**config.mk**
```make
export PLATFORM = sky130hd
export DESIGN_NAME = load_store_unit
export DESIGN_NICKNAME = d
export VERILOG_FILES = /design/src/rtl/load_store_unit.sv
export SDC_FILE = /design/constraint.sdc
export NUM_CORES = 1
export LEC_CHECK = 0
export ABC_AREA = 0
export CORE_MARGIN = 8
export CORE_UTILIZATION = 39
export DETAILED_ROUTE_END_ITERATION = 10
export PLACE_DENSITY = 0.81
export SYNTH_ARGS = -nofsm -noshare
export SYNTH_HDL_FRONTEND = slang
export SYNTH_SLANG_ARGS = --single-unit
```
**constraint.sdc**
```tcl
create_clock -name clk -period 1.7 [get_ports clk]
set_input_delay 0.17 -clock clk [delete_from_list [all_inputs] [get_ports clk]]
set_output_delay 0.17 -clock clk [all_outputs]
set_load 0.01 [all_outputs]
```
**src/rtl/load_store_unit.sv**
```systemverilog
// load_store_unit -- MEM-stage load/store responder.
//
// Turns one load or store per instruction into a req/gnt/rvalid transaction
// on the data-memory port. Builds byte enables and lane-replicated store
// data, extracts and sign/zero-extends load data, rejects misaligned or
// illegal accesses, and stalls the pipeline until the access completes.
//
// Optional build macro: LSU_TIMEOUT_EN
//   When defined, a watchdog aborts an access that spends TIMEOUT_CYCLES
//   cycles in REQ/WAIT. The access then completes with access_err and
//   rdata_valid, and loads return 0.
//
// Ports:
//   clk, rst_n        clock (rising edge), asynchronous active-low reset
//   mem_read          load request from control
//   mem_write         store request from control
//   funct3            size/sign: 000 B, 001 H, 010 W, 100 BU, 101 HU
//   addr              effective byte address
//   wdata             store data
//   stall             hold pipeline (inputs stable while high)
//   rdata             extended load result
//   rdata_valid       one-cycle pulse, access complete
//   access_err        one-cycle pulse, illegal/misaligned access or timeout
//   dm_req/dm_we/dm_be/dm_addr/dm_wdata   data-memory request
//   dm_gnt            request accepted this cycle
//   dm_rvalid/dm_rdata  read response
module load_store_unit #(
  parameter int unsigned TIMEOUT_CYCLES = 64
) (
  input  logic        clk,
  input  logic        rst_n,
  input  logic        mem_read,
  input  logic        mem_write,
  input  logic [2:0]  funct3,
  input  logic [31:0] addr,
  input  logic [31:0] wdata,
  output logic        stall,
  output logic [31:0] rdata,
  output logic        rdata_valid,
  output logic        access_err,
  output logic        dm_req,
  output logic        dm_we,
  output logic [3:0]  dm_be,
  output logic [31:0] dm_addr,
  output logic [31:0] dm_wdata,
  input  logic        dm_gnt,
  input  logic        dm_rvalid,
  input  logic [31:0] dm_rdata
);

  typedef enum logic [1:0] {
    S_IDLE = 2'd0,
    S_REQ  = 2'd1,
    S_WAIT = 2'd2,
    S_DONE = 2'd3
  } state_t;

  state_t      state;
  logic [1:0]  off_q;
  logic [2:0]  f3_q;
  logic        load_q;

  logic        access;
  logic        illegal;
  logic [3:0]  be_c;
  logic [31:0] wdata_c;
  logic [31:0] lane;
  logic [31:0] ext;
  logic        tmo_hit;

  if (TIMEOUT_CYCLES == 0) begin : g_tmo_chk
    $error("load_store_unit: TIMEOUT_CYCLES must be nonzero");
  end

  // Request decode: legality, byte enables and store-lane replication.
  // A simultaneous read and write is treated as a read.
  always_comb begin
    access  = mem_read | mem_write;
    illegal = 1'b0;
    if (mem_read) begin
      illegal = (funct3 == 3'b011) || (funct3[2:1] == 2'b11);
    end else begin
      illegal = (funct3 >= 3'b011);
    end
    if (funct3[1:0] == 2'b01 && addr[0]) begin
      illegal = 1'b1;
    end
    if (funct3[1:0] == 2'b10 && addr[1:0] != 2'b00) begin
      illegal = 1'b1;
    end

    be_c    = 4'b1111;
    wdata_c = wdata;
    case (funct3[1:0])
      2'b00: begin
        be_c    = 4'b0001 << addr[1:0];
        wdata_c = {4{wdata[7:0]}};
      end
      2'b01: begin
        be_c    = addr[1] ? 4'b1100 : 4'b0011;
        wdata_c = {2{wdata[15:0]}};
      end
      default: begin
        be_c    = 4'b1111;
        wdata_c = wdata;
      end
    endcase
  end

  // Load data: shift the addressed lane down, then extend per saved funct3.
  always_comb begin
    lane = dm_rdata >> {off_q, 3'b000};
    case (f3_q)
      3'b000:  ext = {{24{lane[7]}}, lane[7:0]};
      3'b100:  ext = {24'h0, lane[7:0]};
      3'b001:  ext = {{16{lane[15]}}, lane[15:0]};
      3'b101:  ext = {16'h0, lane[15:0]};
      default: ext = dm_rdata;
    endcase
  end

  // Stall is raised combinationally on the IDLE cycle of a legal access so
  // the pipeline holds before the request is even registered.
  always_comb begin
    stall = rst_n && ((state == S_REQ) || (state == S_WAIT) ||
                      ((state == S_IDLE) && access && !illegal));
  end

`ifdef LSU_TIMEOUT_EN
  localparam int unsigned CW = $clog2(TIMEOUT_CYCLES + 1);
  logic [CW-1:0] tmo_cnt;

  always_ff @(posedge clk or negedge rst_n) begin
    if (!rst_n) begin
      tmo_cnt <= '0;
    end else if (state == S_IDLE) begin
      tmo_cnt <= '0;
    end else if (state == S_REQ || state == S_WAIT) begin
      tmo_cnt <= tmo_cnt + 1'b1;
    end
  end

  // Fires on the last permitted REQ/WAIT cycle, so the abort lands after
  // exactly TIMEOUT_CYCLES cycles of waiting.
  always_comb begin
    tmo_hit = (state == S_REQ || state == S_WAIT) &&
              (tmo_cnt == CW'(TIMEOUT_CYCLES - 1));
  end
`else
  always_comb begin
    tmo_hit = 1'b0;
  end
`endif

  always_ff @(posedge clk or negedge rst_n) begin
    if (!rst_n) begin
      state       <= S_IDLE;
      dm_req      <= 1'b0;
      dm_we       <= 1'b0;
      dm_be       <= '0;
      dm_addr     <= '0;
      dm_wdata    <= '0;
      rdata       <= '0;
      rdata_valid <= 1'b0;
      access_err  <= 1'b0;
      off_q       <= '0;
      f3_q        <= '0;
      load_q      <= 1'b0;
    end else begin
      rdata_valid <= 1'b0;
      access_err  <= 1'b0;
      case (state)
        S_IDLE: begin
          if (access) begin
            if (illegal) begin
              access_err <= 1'b1;
            end else begin
              dm_req   <= 1'b1;
              dm_we    <= !mem_read;
              dm_be    <= be_c;
              dm_addr  <= {addr[31:2], 2'b00};
              dm_wdata <= wdata_c;
              off_q    <= addr[1:0];
              f3_q     <= funct3;
              load_q   <= mem_read;
              state    <= S_REQ;
            end
          end
        end
        S_REQ: begin
          if (dm_gnt) begin
            dm_req <= 1'b0;
            if (load_q) begin
              state <= S_WAIT;
            end else begin
              state       <= S_DONE;
              rdata_valid <= 1'b1;
            end
          end else if (tmo_hit) begin
            dm_req      <= 1'b0;
            state       <= S_DONE;
            rdata_valid <= 1'b1;
            access_err  <= 1'b1;
            if (load_q) begin
              rdata <= '0;
            end
          end
        end
        S_WAIT: begin
          if (dm_rvalid) begin
            rdata       <= ext;
            state       <= S_DONE;
            rdata_valid <= 1'b1;
          end else if (tmo_hit) begin
            state       <= S_DONE;
            rdata_valid <= 1'b1;
            access_err  <= 1'b1;
            rdata       <= '0;
          end
        end
        default: begin
          state <= S_IDLE;
        end
      endcase
    end
  end

  a_no_read_write: assert property (@(posedge clk) disable iff (!rst_n)
    !((state == S_IDLE) && mem_read && mem_write));

endmodule

```
Word level (Yosys, flattened, before mapping) --
Cells that the tools add are included.
Word-level totals: flip-flop bits (word level) 110, input bits 105
Cells by class: order comparisons 1, equal/unequal tests 13, shifts and indexed selects 2, mux-type cells 24, bitwise operators 2, reduce and logical (&&, ||, !) cells 19
Operators by type and width (count):
- one-hot mux 32 bit (4 select lines) | 1
- one-hot mux 32 bit (2 select lines) | 1
- right shift 32 x 5 -> 16 bit | 1
- two-way mux 1 bit | 13
- two-way mux 2 bit | 4
- != test 2 bit, second input constant | 4
- one-hot mux 4 bit (2 select lines) | 1
- AND reduction 4 bit | 2
- == test 2 bit, second input constant | 3
- == test 3 bit, second input constant | 2
- one-hot mux 2 bit (3 select lines) | 1
- logical AND 1 bit | 5
- == test 2 x 1 -> 1 bit, second input constant | 2
- logical NOT 2 bit | 2
- two-way mux 4 bit | 1
- one-hot mux 1 bit (2 select lines) | 2
- nonzero test 2 bit | 2
- left shift 1 x 2 -> 4 bit, first input constant | 1
- == test 3 x 1 -> 1 bit, second input constant | 1
- == test 3 x 2 -> 1 bit, second input constant | 1
- greater-or-equal comparator 3 x 2 -> 1 bit, second input constant | 1
- logical NOT 3 bit | 1
- logical OR 1 bit | 3
- AND reduction 3 bit | 1
- other kinds (4) | 5

Logic depth before layout (Yosys ltp) --
Gate-level depths: netlist (run 1).
word-level depth 9, depth in mapped cells 7

Worst setup path after synthesis (run 1) --
OpenSTA, ideal clock, no wires.
path type reg2reg, from reg state[0], to reg dm_addr[10], arrival time 1.682 ns, data required time 1.575 ns, setup slack -0.107 ns, cell stages (with the launch flop) 8, path buffers 2, clock period less this slack 1.807 ns, cells stage by stage dfrtp_1 -> inv_1 -> ha_1 -> o21ai_0 -> nor2b_1 -> buf_2 -> buf_4 -> mux2_2
Between the ends: longest elaborated chain between the ends 2
Ends and longest elaborated chain:
- start, declared | RTL line 58 | state_t state;
- start signal, assigned | RTL line 157 | state <= S_IDLE;
- start signal, assigned | RTL line 186 | state <= S_REQ;
- start signal, assigned | RTL line 194 | state <= S_WAIT;
- logical NOT 2 bit | RTL line 172 | case (state)
- AND reduction 3 bit (no line)
- end signal, assigned | RTL line 181 | dm_addr <= {addr[31:2], 2'b00};
- end, declared | RTL line 44 | output logic [31:0] dm_addr,
Every way passes these cells. A chain may end at the register's enable or synchronous reset.

Worst setup path in the final report (run 1) --
from reg state[1], to reg dm_addr[10]
The elaborated chain is that of the path after synthesis.

==> results_dict.tcl, run 1 <==
set metrics [dict create \
    muxShareOfSynthArea_pct 23.2 \
    die_w_um 131 \
    final_core_util_pct 62.6 \
    dieArea_um2 17300 \
    layout-drive-gt1-share_pct 23.3 \
    grt_pass1_vias 4974 \
    avgViaCountPerCell 5.11 \
    tightest_slew_ns 0.575 \
    synth_xor_area_share_pct 0 \
    final_cell_mix "clkdlybuf4s50_1, dfrtp_1, mux2_2" \
    yosys.area.top_type "dfrtp_1" \
    p_int_uw 9050 \
    start_util_pct 39.6 \
    fin_crit_ns 1.68 \
    synth_fa_ha_area_share_pct 0.963 \
    grt_max_degree 111 \
    yosysTopAreaCellShare_pct 52.9 \
    routed_wl_um 16700 \
    crit_required_ns 1.93 \
    diodes 0 \
    combinationalPowerShare_pct 51.8 \
    track_usage_pct 19.1 \
    timing.setup.tns_ns 0 \
    drt-initial-drc-count 200 \
    place_hpwl_um 12700 \
    area_delta_synth_final_pct 58.1 \
    syn_area_um2 5200 \
    layout_commonest_cell "clkdlybuf4s50_1" \
    crit_slowest_cell "dfrtp_1" \
    htree_levels 3 \
    drcViolationCount 0 \
    grt_pass1_wl_um 26400 \
    max_slew_margin_pct 61.7 \
    path_class "reg2reg" \
    cts_buffers 9 \
    switching_share_pct 34.0 \
    r2r-start "state[1]$_DFFE_PN0P_" \
    maxCapViolations 0 \
    rows 42 \
    min_from "addr[0]" \
    slowest_delay_ns 0.40 \
    grt_setup_unrepaired "yes" \
    setup_viol 0 \
    syn_avg_cell_area_um2 11.3 \
    finalMaxSlewViolations 0 \
    clk_latency_ns 0.35 \
    post-place-ws_ns -0.366 \
    place_congestion 0.845 \
    synth_cells 459 \
    finalHoldViolCount 0 \
    synth_warnings 0 \
    hold_class "in2reg" \
    synth_top_family_by_area "multiplexers" \
    vdd_ir_drop_max_mv 1.04 \
    synth-seq-area-share_pct 52.9 \
    antenna_found_initial 0 \
    numClockSinks 110 \
    portBuffers 207 \
    critPathLaunchType "flip-flop" \
    r2r_slack_ns 0.02 \
    synth-simple-area-share_pct 11.5 \
    finalCritPeriodShare_pct 99.1 \
    clockBufferDepth 2 \
    first_pass_iters 6 \
    fin_skew_ns 0.00775 \
    hold_depth 3 \
    reg2reg_depth 8 \
    clockRootBuffer "clkbuf_16" \
    synth_compound_area_share_pct 7.65 \
    fp.dieH_um 131 \
    timing.hold.ws_ns 0.251 \
    ios 210 \
    final_nets 804 \
    ys_top_cells_by_area "dfrtp_1, mux2_2, o21ai_0, mux2i_1, nand3_1" \
    end_kind "flip-flop" \
    core_um2 13100 \
    fin_ws_ns 0.0157 \
    critPathArrivalTime_ns 1.92 \
    synth_cell_type_count 32 \
    num_vias 4469 \
    crit_path_frequent_cell "buf_12" \
    cts_tree "built" \
    fillers 1064 \
    hold-path-endpoint "off_q[0]$_DFFE_PN0P_" \
    ys_ff_latch 110 \
    crit_chain "inv_2 -> ha_4 -> o21ai_4 -> nor2b_4 -> buf_12 -> buf_12 -> clkbuf_16 -> mux2_4" \
    avgRoutedWirePerCell_um 19.1 \
    clock.fmax_mhz 594 \
    p_per_area_nw_per_um2 1670 \
    p_clk_share_pct 14.2 \
    crit_path_max_fanout 7 \
    clkTransAtPathRegs_ns 0.07 \
    outcome "finished, final reports clean" \
    worstReg2RegEnd "dm_addr[10]$_DFFE_PN0P_" \
    seq_power_share_pct 34.0 \
    p_leak_uw 0.00353 \
    total_switching_power_uw 4660 \
    final_antenna_net_count 0 \
    grt_overflow_total 0 \
]
-- per-layer routing --
layer	GRT usage [%]	share of wire [%]	vias to the layer above
li1	-	-	2069
met1	20.7	38	2185
met2	31.3	49	193
met3	9.95	11	22
met4	6.76	2.1	0
met5	0	0	-
-- worst max-delay path, delay by kind of cell (launching register included) --
| family | cells | cell delay [ns] |
|---|---|---|
| AO/OA/AOI/OAI | 1 | 0.07 |
| adder cells (fa/ha/maj) | 1 | 0.15 |
| buffers and inverters | 4 | 0.52 |
| flip-flops | 1 | 0.40 |
| multiplexers | 1 | 0.30 |
| AND/OR/NAND/NOR | 1 | 0.14 |
-- cells in the mapped netlist (all sizes together) --
library cell	instances
mux2i	19
nand3b	10
a21boi	1
o211a	1
conb	1
nor2	15
a211oi	1
dfrtp	110
ha	4
a32o	1
o21a	2
mux4	1
clkbuf	15
and2	7
nand2b	9
buf	16
mux2	88
nand2	43
a21oi	18
inv	11
nand3	34
a2111o	1
o21ai	42
and4b	1
nor3b	1
a31oi	1
o22ai	1
a222oi	1
o2111ai	1
nor2b	3
-- logic make-up after synthesis --
family                   after synthesis
other                                  1
multiplexers                         108
AND/OR/NAND/NOR                      123
AO/OA/AOI/OAI                         71
flip-flops                           110
adder cells (fa/ha/maj)                4
buffers and inverters                 42
-- power by group through the flow --
stage | sequential (µW) | clock [µW] | combinational [µW]
6_report | 4660 | 1950 | 7100
5_1_grt | 4830 | 2080 | 7640
4_1_cts | 4690 | 1990 | 6930
3_5_place_dp | 4700 | 0 | 6750
3_3_place_gp | 4610 | 0 | 6590
2_1_floorplan | 5100 | 0 | 2510
-- repair_timing --
| item | 4_1_cts | 5_1_grt |
|---|---|---|
| gates cloned | 1 | 1 |
| setup endpoints to repair | 80 | 67 |
| hold buffers | 1 | 0 |
| endpoints found under the hold margin | 110 | 0 |
| setup buffers | 6 | 3 |
| gates resized for setup | 12 | 30 |
| pin swaps | 1 | 1 |
-- per-stage QoR --
stage / area (µm²) / total power [µW] / instances
after floorplan: 5230 / 7610 / 460
after global placement: 7700 / 11200 / 850
after detailed placement: 7700 / 11500 / 850
after CTS: 8100 / 13600 / 873
after global routing: 8220 / 14600 / 875
final: 8220 / 13700 / 875
-- state kept, by name, summed over array words and instances, names as in the netlist --
signal and count:
access_err 1, dm_addr 30, dm_be 4, dm_req 1, dm_wdata 32, dm_we 1
f3_q 3, load_q 1, off_q 2, rdata 32, rdata_valid 1, state 2
-- cell type report --
type                       count  area (µm²)  area share (%)
clock buffer                  11         243            2.95
tap                          176         220            2.68
clock inverter                 4        23.8           0.289
sequential                   110        2750            33.5
timing repair buffer         255        2570            31.3
inverter                      11        41.3           0.502
multi-input combinational    308        2370            28.8
-- worst max-delay path by stage --
| stage | slack (ns) | start | to |
|---|---|---|---|
| floorplan | 0.0007 | state[1]$_DFFE_PN0P_ | dm_addr[10]$_DFFE_PN0P_ |
| finish | 0.02 | state[1]$_DFFE_PN0P_ | dm_addr[10]$_DFFE_PN0P_ |
| detailed placement | -0.37 | funct3[0] | dm_wdata[13]$_DFFE_PN0P_ |
| global placement | -0.31 | funct3[0] | stall |
| global route | -0.05 | state[0]$_DFFE_PN0P_ | state[1]$_DFFE_PN0P_ |
| CTS | -0.0002 | state[1]$_DFFE_PN0P_ | dm_addr[25]$_DFFE_PN0P_ |
No activity file was read; power rests on OpenSTA's default activity.
==> run 2: changes to the inputs <==
--- a/config.mk
+++ b/config.mk
@@ -7,9 +7,9 @@
 export LEC_CHECK = 0
 export ABC_AREA = 0
 export CORE_MARGIN = 8
-export CORE_UTILIZATION = 39
+export CORE_UTILIZATION = 44
 export DETAILED_ROUTE_END_ITERATION = 10
-export PLACE_DENSITY = 0.81
+export PLACE_DENSITY = 0.86
 export SYNTH_ARGS = -nofsm -noshare
 export SYNTH_HDL_FRONTEND = slang
 export SYNTH_SLANG_ARGS = --single-unit
==> constraint.sdc (replaced) <==
create_clock -name clk -period 1.8 [get_ports clk]
set_input_delay 0.18 -clock clk [delete_from_list [all_inputs] [get_ports clk]]
set_output_delay 0.18 -clock clk [all_outputs]
set_load 0.01 [all_outputs]
==> results_dict.tcl, run 2 (same netlist as run 1, synthesis figures left out) <==
set metrics [dict create \
    final_cell_mix "clkdlybuf4s50_1, dfrtp_1, mux2_2" \
    fillers 798 \
    tightest_slew_ns 0.594 \
    drt-initial-drc-count 359 \
    end_kind "flip-flop" \
    place_hpwl_um 12600 \
    p_clk_share_pct 14.9 \
    fin_ws_ns 0.0243 \
    combinationalPowerShare_pct 51.2 \
    hold_depth 2 \
    final_cells 837 \
    path_class "reg2reg" \
    total_switching_power_uw 4480 \
    layout_commonest_cell "clkdlybuf4s50_1" \
    antenna_found_initial 0 \
    drcViolationCount 0 \
    crit_path_max_fanout 5 \
    setup_viol 0 \
    numClockSinks 110 \
    use_met1_pct 23.1 \
    post-place-ws_ns -0.218 \
    place_congestion 0.838 \
    first_pass_iters 4 \
    finalCritPeriodShare_pct 98.6 \
    clk_latency_ns 0.34 \
    seq_power_share_pct 33.9 \
    avgViaCountPerCell 5.42 \
    r2r-start "state[1]$_DFFE_PN0P_" \
    start_util_pct 45.3 \
    use_met3_pct 10.7 \
    grt_pass1_wl_um 26900 \
    outcome "finished, final reports clean" \
    clock.fmax_mhz 563 \
    cts_tree "built" \
    htree_levels 3 \
    max_slew_margin_pct 60.4 \
    layout-drive-gt1-share_pct 22.0 \
    num_vias 4535 \
    min_from "addr[22]" \
    timing.setup.tns_ns 0 \
    dieArea_um2 15600 \
    crit_required_ns 2.02 \
    grt_busiest_layer "met2" \
    critPathLaunchType "flip-flop" \
    post-place-cells 810 \
    grt_overflow_total 0 \
    p_leak_uw 0.00346 \
    fin_skew_ns 0.00303 \
    ios 210 \
    vdd_ir_drop_max_mv 0.876 \
    rows 39 \
    grtUsageMet2_pct 35.7 \
    fin_crit_ns 1.78 \
    track_usage_pct 21.3 \
    top_regs "dm_wdata x32, rdata x32, dm_addr x30" \
    area_delta_synth_final_pct 55.9 \
    die_w_um 125 \
    cts_buffers 9 \
    hold-path-endpoint "dm_addr[22]$_DFFE_PN0P_" \
    p_int_uw 8570 \
    routed_wl_um 17600 \
    timing.hold.ws_ns 0.449 \
    grt_pass1_vias 4934 \
    switching_share_pct 34.3 \
    grt_max_degree 111 \
    clockRootBuffer "clkbuf_16" \
    p_per_area_nw_per_um2 1610 \
    maxCapViolations 0 \
    hold_class "in2reg" \
    avgRoutedWirePerCell_um 21.0 \
    portBuffers 207 \
    worstReg2RegEnd "state[0]$_DFFE_PN0P_" \
    diodes 0 \
    finalMaxSlewViolations 0 \
    r2r_slack_ns 0.02 \
    reg2reg_depth 7 \
    finalHoldViolCount 0 \
    core_um2 11500 \
    clkTransAtPathRegs_ns 0.07 \
    clockBufferDepth 2 \
    grt_setup_unrepaired "no" \
    fp.dieH_um 125 \
    critPathArrivalTime_ns 2.00 \
    final_antenna_net_count 0 \
    final_nets 798 \
    startpoint "state[1]$_DFFE_PN0P_" \
]
[run 2: how the worst max path moves through the flow]
| stage | endpoint | cells after the start |
|---|---|---|
| final | state[0]$_DFFE_PN0P_ | 7 |
| after global routing | state[0]$_DFFE_PN0P_ | 7 |
| after CTS | dm_addr[2]$_DFFE_PN0P_ | 7 |
| after detailed placement | stall | 6 |
| after global placement | stall | 6 |
| after floorplan | dm_addr[10]$_DFFE_PN0P_ | 7 |
[run 2: timing repair]
item,4_1_cts,5_1_grt
gates resized for setup,10,19
hold endpoints to repair,110,0
pin swaps,1,4
hold buffers,1,0
buffers inserted,3,5
setup endpoints to repair,70,53
cloned,0,5
[run 2: layout make-up]
class                   count  area [µm²]  share of cell area (%)
flip-flops and latches    110        2750                    34.0
clock buffers              12         236                    2.92
inverters                  11        41.3                   0.509
repair buffers            249        2510                    31.0
clock inverters             4        47.5                   0.587
well taps                 143         179                    2.21
multi-input cells         308        2340                    28.8
[run 2: power by group through the flow]
stage	Clock, µW	Sequential, µW	Combinational [µW]
global placement	0	4340	6160
global route	2090	4570	7160
floorplan	0	4820	2350
CTS	1990	4420	6470
finish	1940	4430	6680
detailed placement	0	4440	6330
[run 2: metal layers]
| layer | vias up | part of all wire, % |
|---|---|---|
| met3 | 25 | 12 |
| li1 | 2066 | - |
| met2 | 216 | 49 |
| met4 | 0 | 1.9 |
| met1 | 2228 | 37 |
| met5 | - | 0 |
[run 2: worst max-delay path, cell delays in order (launching register included)]
cell      delay, ns
dfrtp_1        0.37
inv_2          0.07
buf_4          0.13
buf_4          0.12
ha_2           0.19
a222oi_1       0.27
o21ai_1        0.18
mux2_4         0.33
[run 2: through the flow]
step	instance area [µm²]	utilization (%)	power, µW
4_1_cts	7910	68.9	12900
3_3_place_gp	7580	66.1	10500
2_1_floorplan	5200	-	7170
6_report	8110	70.7	13000
5_1_grt	8110	70.7	13800
3_5_place_dp	7580	66.1	10800
